### config.mk
export PLATFORM = sky130hd
export DESIGN_NAME = reg_map_table
export DESIGN_NICKNAME = d
export VERILOG_FILES = /design/src/rtl/reg_map_table.sv
export SDC_FILE = /design/constraint.sdc
export NUM_CORES = 2
export LEC_CHECK = 0
export BUFFER_PORTS_ARGS = -buffer_cell sky130_fd_sc_hd__buf_2
export CORE_MARGIN = 2
export CORE_UTILIZATION = 45
export CTS_CLUSTER_DIAMETER = 150
export DETAILED_ROUTE_END_ITERATION = 8
export GPL_TIMING_DRIVEN = 0
export PLACE_DENSITY = 0.68
export SLEW_MARGIN = 20
export SYNTH_ARGS = -nofsm -noshare
export SYNTH_HDL_FRONTEND = slang
export SYNTH_SLANG_ARGS = --single-unit
export TNS_END_PERCENT = 100
### constraint.sdc
create_clock -name CLK -period 9 [get_ports CLK]
set_clock_uncertainty 0.15 [all_clocks]
set_input_delay 0.45 -clock CLK [delete_from_list [all_inputs] [get_ports CLK]]
set_output_delay 0.45 -clock CLK [all_outputs]
set_load 0.005 [all_outputs]
### src/rtl/reg_map_table.sv
// reg_map_table
// -----------------------------------------------------------------------------
// Architectural-to-physical register map for the rename stage.
//
// Holds the current arch->phys mapping, a ready bit per physical register and
// a small ring of whole-map checkpoints used for branch speculation.
//
// Ports
//   CLK, RST                          clock, synchronous active-high reset
//   source_arch_reg_tag_A/B           source operand arch regs (lookup)
//   source_phys_reg_tag_A/B           current mapping of each source
//   source_ready_A/B                  readiness of that mapping (with a
//                                     same-cycle writeback bypass)
//   rename_valid / rename_dest_*      rename one destination; the new phys
//                                     tag comes from the free list
//   rename_old_dest_phys_reg_tag      mapping being replaced, for the ROB
//   complete_valid / _phys_reg_tag    writeback, sets a ready bit
//   revert_valid / revert_*           ROB rollback of one mapping
//   save_checkpoint_*                 save the map into the tail column
//   checkpoint_full                   the tail column is still in use
//   restore_checkpoint_*              branch resolution: restore the map on a
//                                     mispredict, release the column otherwise
//   restore_checkpoint_success        column valid and ROB index matched
//
// Handshake: every *_valid input is a single-cycle request that the block
// always accepts in the cycle it is high; there is no ready/back-pressure.
// Upstream stalls dispatch on checkpoint_full.
//
// Priority within a cycle: RST > failed restore > revert > rename/save.
// Complete is always applied, release may coincide with anything except a
// failed restore, and a rename ready-clear beats a same-tag complete.
// -----------------------------------------------------------------------------
module reg_map_table #(
    parameter int NUM_ARCH_REGS      = 32,
    parameter int NUM_PHYS_REGS      = 64,
    parameter int CHECKPOINT_COLUMNS = 4,
    parameter int ROB_DEPTH          = 16,
    parameter int ARCH_W             = $clog2(NUM_ARCH_REGS),
    parameter int PHYS_W             = $clog2(NUM_PHYS_REGS),
    parameter int COL_W              = $clog2(CHECKPOINT_COLUMNS),
    parameter int ROB_W              = $clog2(ROB_DEPTH)
) (
    input  logic              CLK,
    input  logic              RST,

    input  logic [ARCH_W-1:0] source_arch_reg_tag_A,
    output logic [PHYS_W-1:0] source_phys_reg_tag_A,
    output logic              source_ready_A,
    input  logic [ARCH_W-1:0] source_arch_reg_tag_B,
    output logic [PHYS_W-1:0] source_phys_reg_tag_B,
    output logic              source_ready_B,

    input  logic              rename_valid,
    input  logic [ARCH_W-1:0] rename_dest_arch_reg_tag,
    input  logic [PHYS_W-1:0] rename_dest_phys_reg_tag,
    output logic [PHYS_W-1:0] rename_old_dest_phys_reg_tag,

    input  logic              complete_valid,
    input  logic [PHYS_W-1:0] complete_phys_reg_tag,

    input  logic              revert_valid,
    input  logic [ARCH_W-1:0] revert_dest_arch_reg_tag,
    input  logic [PHYS_W-1:0] revert_safe_dest_phys_reg_tag,

    input  logic              save_checkpoint_valid,
    input  logic [ROB_W-1:0]  save_checkpoint_ROB_index,
    output logic [COL_W-1:0]  save_checkpoint_column,
    output logic              checkpoint_full,

    input  logic              restore_checkpoint_valid,
    input  logic              restore_checkpoint_speculate_failed,
    input  logic [ROB_W-1:0]  restore_checkpoint_ROB_index,
    input  logic [COL_W-1:0]  restore_checkpoint_column,
    output logic              restore_checkpoint_success
);

    // ------------------------------------------------------------------
    // State
    // ------------------------------------------------------------------
    logic [NUM_ARCH_REGS-1:0][PHYS_W-1:0] map_q;
    logic [NUM_PHYS_REGS-1:0]             ready_q;
    logic [NUM_ARCH_REGS-1:0][PHYS_W-1:0] ckpt_map_q [CHECKPOINT_COLUMNS];
    logic [ROB_W-1:0]                     ckpt_rob_q [CHECKPOINT_COLUMNS];
    logic [CHECKPOINT_COLUMNS-1:0]        ckpt_valid_q;
    logic [COL_W-1:0]                     tail_q;

    // ------------------------------------------------------------------
    // Request arbitration
    // ------------------------------------------------------------------
    logic do_restore;
    logic do_release;
    logic do_revert;
    logic do_rename;
    logic do_save;

    assign restore_checkpoint_success = restore_checkpoint_valid
                                      && ckpt_valid_q[restore_checkpoint_column]
                                      && (ckpt_rob_q[restore_checkpoint_column]
                                          == restore_checkpoint_ROB_index);

    assign do_restore = restore_checkpoint_success &&  restore_checkpoint_speculate_failed;
    assign do_release = restore_checkpoint_success && !restore_checkpoint_speculate_failed;
    assign do_revert  = revert_valid && !do_restore;
    assign do_rename  = rename_valid && !do_restore && !revert_valid;
    assign do_save    = save_checkpoint_valid && !do_restore && !revert_valid;

    // Map with this cycle's rename folded in; feeds both the map register
    // and a same-cycle checkpoint save.
    logic [NUM_ARCH_REGS-1:0][PHYS_W-1:0] map_renamed;

    always_comb begin
        map_renamed = map_q;
        if (do_rename) begin
            map_renamed[rename_dest_arch_reg_tag] = rename_dest_phys_reg_tag;
        end
    end

    // ------------------------------------------------------------------
    // Combinational outputs (start-of-cycle map)
    // ------------------------------------------------------------------
    // A same-cycle writeback counts as ready, unless a rename is handing out
    // that very tag this cycle (the tag is being recycled, the old value is
    // not the one the consumer wants).
    logic bypass_block;
    assign bypass_block = rename_valid && (rename_dest_phys_reg_tag == complete_phys_reg_tag);

    assign source_phys_reg_tag_A = map_q[source_arch_reg_tag_A];
    assign source_phys_reg_tag_B = map_q[source_arch_reg_tag_B];

    assign source_ready_A = ready_q[source_phys_reg_tag_A]
                          || (complete_valid && !bypass_block
                              && (complete_phys_reg_tag == source_phys_reg_tag_A));
    assign source_ready_B = ready_q[source_phys_reg_tag_B]
                          || (complete_valid && !bypass_block
                              && (complete_phys_reg_tag == source_phys_reg_tag_B));

    assign rename_old_dest_phys_reg_tag = map_q[rename_dest_arch_reg_tag];
    assign save_checkpoint_column       = tail_q;
    assign checkpoint_full              = ckpt_valid_q[tail_q];

    // ------------------------------------------------------------------
    // Sequential update
    // ------------------------------------------------------------------
    always_ff @(posedge CLK) begin
        if (RST) begin
            for (int i = 0; i < NUM_ARCH_REGS; i++) begin
                map_q[i] <= PHYS_W'(i);
            end
            ready_q      <= '1;
            ckpt_valid_q <= '0;
            tail_q       <= '0;
        end else begin
            // Ready bits: the rename clear is written last so it wins over
            // a complete on the same tag.
            if (complete_valid) begin
                ready_q[complete_phys_reg_tag] <= 1'b1;
            end
            if (do_rename) begin
                ready_q[rename_dest_phys_reg_tag] <= 1'b0;
            end

            if (do_restore) begin
                // Younger checkpoints are all on the wrong path; the restored
                // column stays live because its branch is still in flight
                // until the ROB retires it.
                map_q        <= ckpt_map_q[restore_checkpoint_column];
                tail_q       <= restore_checkpoint_column;
                ckpt_valid_q <= '0;
                ckpt_valid_q[restore_checkpoint_column] <= 1'b1;
            end else begin
                if (do_revert) begin
                    map_q[revert_dest_arch_reg_tag] <= revert_safe_dest_phys_reg_tag;
                end else begin
                    map_q <= map_renamed;
                end

                if (do_release) begin
                    ckpt_valid_q[restore_checkpoint_column] <= 1'b0;
                end

                // Save after release so an overwrite of the tail column
                // leaves it valid.
                if (do_save) begin
                    ckpt_valid_q[tail_q] <= 1'b1;
                    ckpt_rob_q[tail_q]   <= save_checkpoint_ROB_index;
                    ckpt_map_q[tail_q]   <= map_renamed;
                    tail_q               <= tail_q + COL_W'(1);
                end
            end
        end
    end

endmodule

==> out/results.tsv <==
metric	value	unit
CP endpoint kind	flip-flop	
worst vdd ir	0.214	mV
crit-path max cell delay	0.91	ns
core region area	111000	um^2
status	completed	
vias in the first global route	35000	
port bufs	60	
clock-pin slew of the registers on the worst-case setup and hold paths	0.06	ns
die width	337	um
placed cells	5229	
Mapped Area	50000	um^2
synthesized flop and latch total	1046	
Top Usage Layer GRT	met2	
GRT Total Usage	0.365	
EDFF count, synth	784	
DIE HEIGHT	337	um
die area	114000	um^2
Comb power frac	0.097	
Fill cells	9494	
post-synth cell types	67	
slack of the worst reg-to-reg path	3.24	ns
post-route insts no fill	5449	
CTS H-tree lvls	3	
ys async rst share	0	
clock tree buffer depth	3	
R2R depth	11	
post-CTS sizing	0	
Power Total	10.8	mW
Final setup viols	0	
hold_sp	revert_safe_dest_phys_reg_tag[1]	
Mean Syn Cell Area	13.7	um^2
Mapped Cells	3657	
met1 Usage GRT	0.481	
Avg WL per Cell	38.4	um
CP startpoint	restore_checkpoint_column[1]	
count leader, synth	edfxtp_1	
Worst Tran Pin Value	1.35	ns
Max Cap Viol	0	
Clock power frac	0.413	
Post-Route WL	209	mm
final-report max-slew violation count	0	
clk sinks	1046	
largest net degree at the start of global routing	47	
GRT met3 Usage	0.119	
final instance area	56400	um^2
Post-CTS Hold Fix Bufs	4	
clk root buf	clkbuf_16	
share of cells above drive strength 1	0.219	
# DRC	0	
HPWL Detailed	154	mm
top post-synthesis cells by area	edfxtp_1 (47%), mux4_2 (15%), dfxtp_1 (10%)	
Final TNS setup	0	ns
Hold Path Class	in -> reg	
grt total ovfl	0	
CTS tree	done	
share of power burned in registers	0.490	
initial drt markers	5693	
CP cell instances	buf_2 -> clkbuf_1 -> mux4_2 -> xnor2_1 -> nand4_1 -> nor3_2 -> buf_2 -> buf_1 -> nor3_1 -> and3_4 -> buf_12 -> buf_16 -> buf_16	
Core Rows	122	
Initial Utilization	0.453	
CP required	9.24	ns
Final Hold Viols	0	
postcts setup bufs	0	
RR Startpoint	ckpt_rob_q[2][1]	
first-pass GRT wire length	283	mm
Pint	8.07	mW
startpoint type of the worst setup path	primary input	
via count	37200	
Synth Net Count	3717	
hold slack	0.179	ns
Nets	3916	
area share of the largest cell type after synthesis	0.471	
initial antenna violation count	20	
Seq/Total Area, Yosys	0.576	
most frequent cells after synthesis	edfxtp_1 (784), nand2_1 (457), mux4_2 (326), dfxtp_1 (262), a21oi_1 (256)	
CP max FO	46	
Net Sw Frac	0.256	
Area growth, synth to finish	12.8	%
vias per cell	6.83	
Hold Path Depth	5	
Final Util	0.511	
Yosys warning count	0	
pwr dens	192	nW/um^2
Final Wtd Congestion	1.09	
top cell type by total area after synthesis	edfxtp_1	
critical path's slowest cell	nor3_2	
Worst Hold End	map_q[121]	
CTS Buf Count	107	
Leak	18.8	nW
fin crit share	0.650	
Final ANT Viol Nets	0	
Crit Path Category	in -> reg	
Arr. time, crit path	6.09	ns
Clock Latency Late Sink	0.74	ns
TritonRoute pass-1 iters	6	
Setup WS post-layout	3.15	ns
clock period minus worst slack	5.85	ns
RSZ-0062 raised after global routing	false	
FF-to-FF End	ckpt_map_q[2][129]	
M2 GR Usage	0.528	
Max Fclk	171	MHz
top_reg_cell synth	edfxtp_1	
Switching Power	2.78	mW
DP Area	52800	um^2
Boundary Pins	80	
Rel. slew slack	0.103	
pre-CTS setup slack	2.67	ns
[kinds of logic after synthesis]
family,synth area share
simple gates,0.0802
compound gates,0.0937
flops,0.576
buf+inv,0.0260
xor+xnor,0.00368
fa+ha+maj,0.00100
mux,0.220
[registers in the layout, summed over array words and instances (netlist names)]
signal / flops
ckpt_valid_q: 4
ready_q: 64
map_q: 192
ckpt_rob_q: 16
save_checkpoint_column: 2
ckpt_map_q: 768
[how the worst max path moves through the flow]
stage,cells past startpoint,to
2_1_floorplan,10,ckpt_map_q[0][0]
3_3_place_gp,10,ckpt_map_q[0][180]
3_5_place_dp,13,ckpt_map_q[2][131]
4_1_cts,13,ckpt_map_q[2][129]
5_1_grt,13,ckpt_map_q[2][129]
6_report,13,ckpt_map_q[2][129]
[critical path, delay by kind of cell]
kind / cells / cell delay, ns
xor+xnor: 1 / 0.18
buf+inv: 7 / 2.92
mux: 1 / 0.42
simple gates: 4 / 1.93
[cell usage in the layout, fill, tap and decap left out, drive strengths merged, types with 8 or more instances in the layout]
master / instances
and3: 10
a211oi: 27
mux4: 344
clkinv: 41
buf: 154
o21ai: 126
a21oi: 256
o211ai: 11
diode: 12
and2: 9
xnor2: 12
clkbuf: 355
nand2: 457
a22oi: 47
dfxtp: 262
mux2: 150
a221oi: 47
nor3: 65
o221ai: 86
inv: 36
nand2b: 28
nand4: 15
mux2i: 146
nor2: 220
nand3: 45
a31oi: 14
edfxtp: 784
nor2b: 21
xor2: 9
nor4: 9
or2: 9
clkinvlp: 8
o21bai: 74
[power by group through the flow]
| stage | registers (mW) | clock network [mW] | logic (mW) |
|---|---|---|---|
| global route | 5.31 | 4.68 | 1.07 |
| CTS | 5.31 | 4.51 | 1.02 |
| floorplan | 5.37 | 0 | 0.601 |
| finish | 5.31 | 4.48 | 1.05 |
| global placement | 5.43 | 0 | 0.993 |
| detailed placement | 5.41 | 0 | 1.01 |
[final cells by class]
class / count / area [um^2] / area share
Sequential cell: 1046 / 28800 / 0.510
Multi-Input combinational cell: 2300 / 20000 / 0.355
Clock buffer: 142 / 2970 / 0.0526
Tap cell: 1488 / 1860 / 0.0330
Buffer: 281 / 1210 / 0.0214
Timing Repair Buffer: 90 / 848 / 0.0150
Clock inverter: 60 / 579 / 0.0103
Inverter: 30 / 120 / 0.00213
Antenna cell: 12 / 30.0 / 0.000532
[layer usage]
metal / wire length [um] / vias up / part of all wire
met5: 209 / - / 0.0010
met4: 14300 / 18 / 0.068
met3: 26600 / 673 / 0.13
met2: 89600 / 2794 / 0.43
met1: 78400 / 18900 / 0.37
li1: - / 14800 / -
No activity file was read; power rests on OpenSTA's default activity.
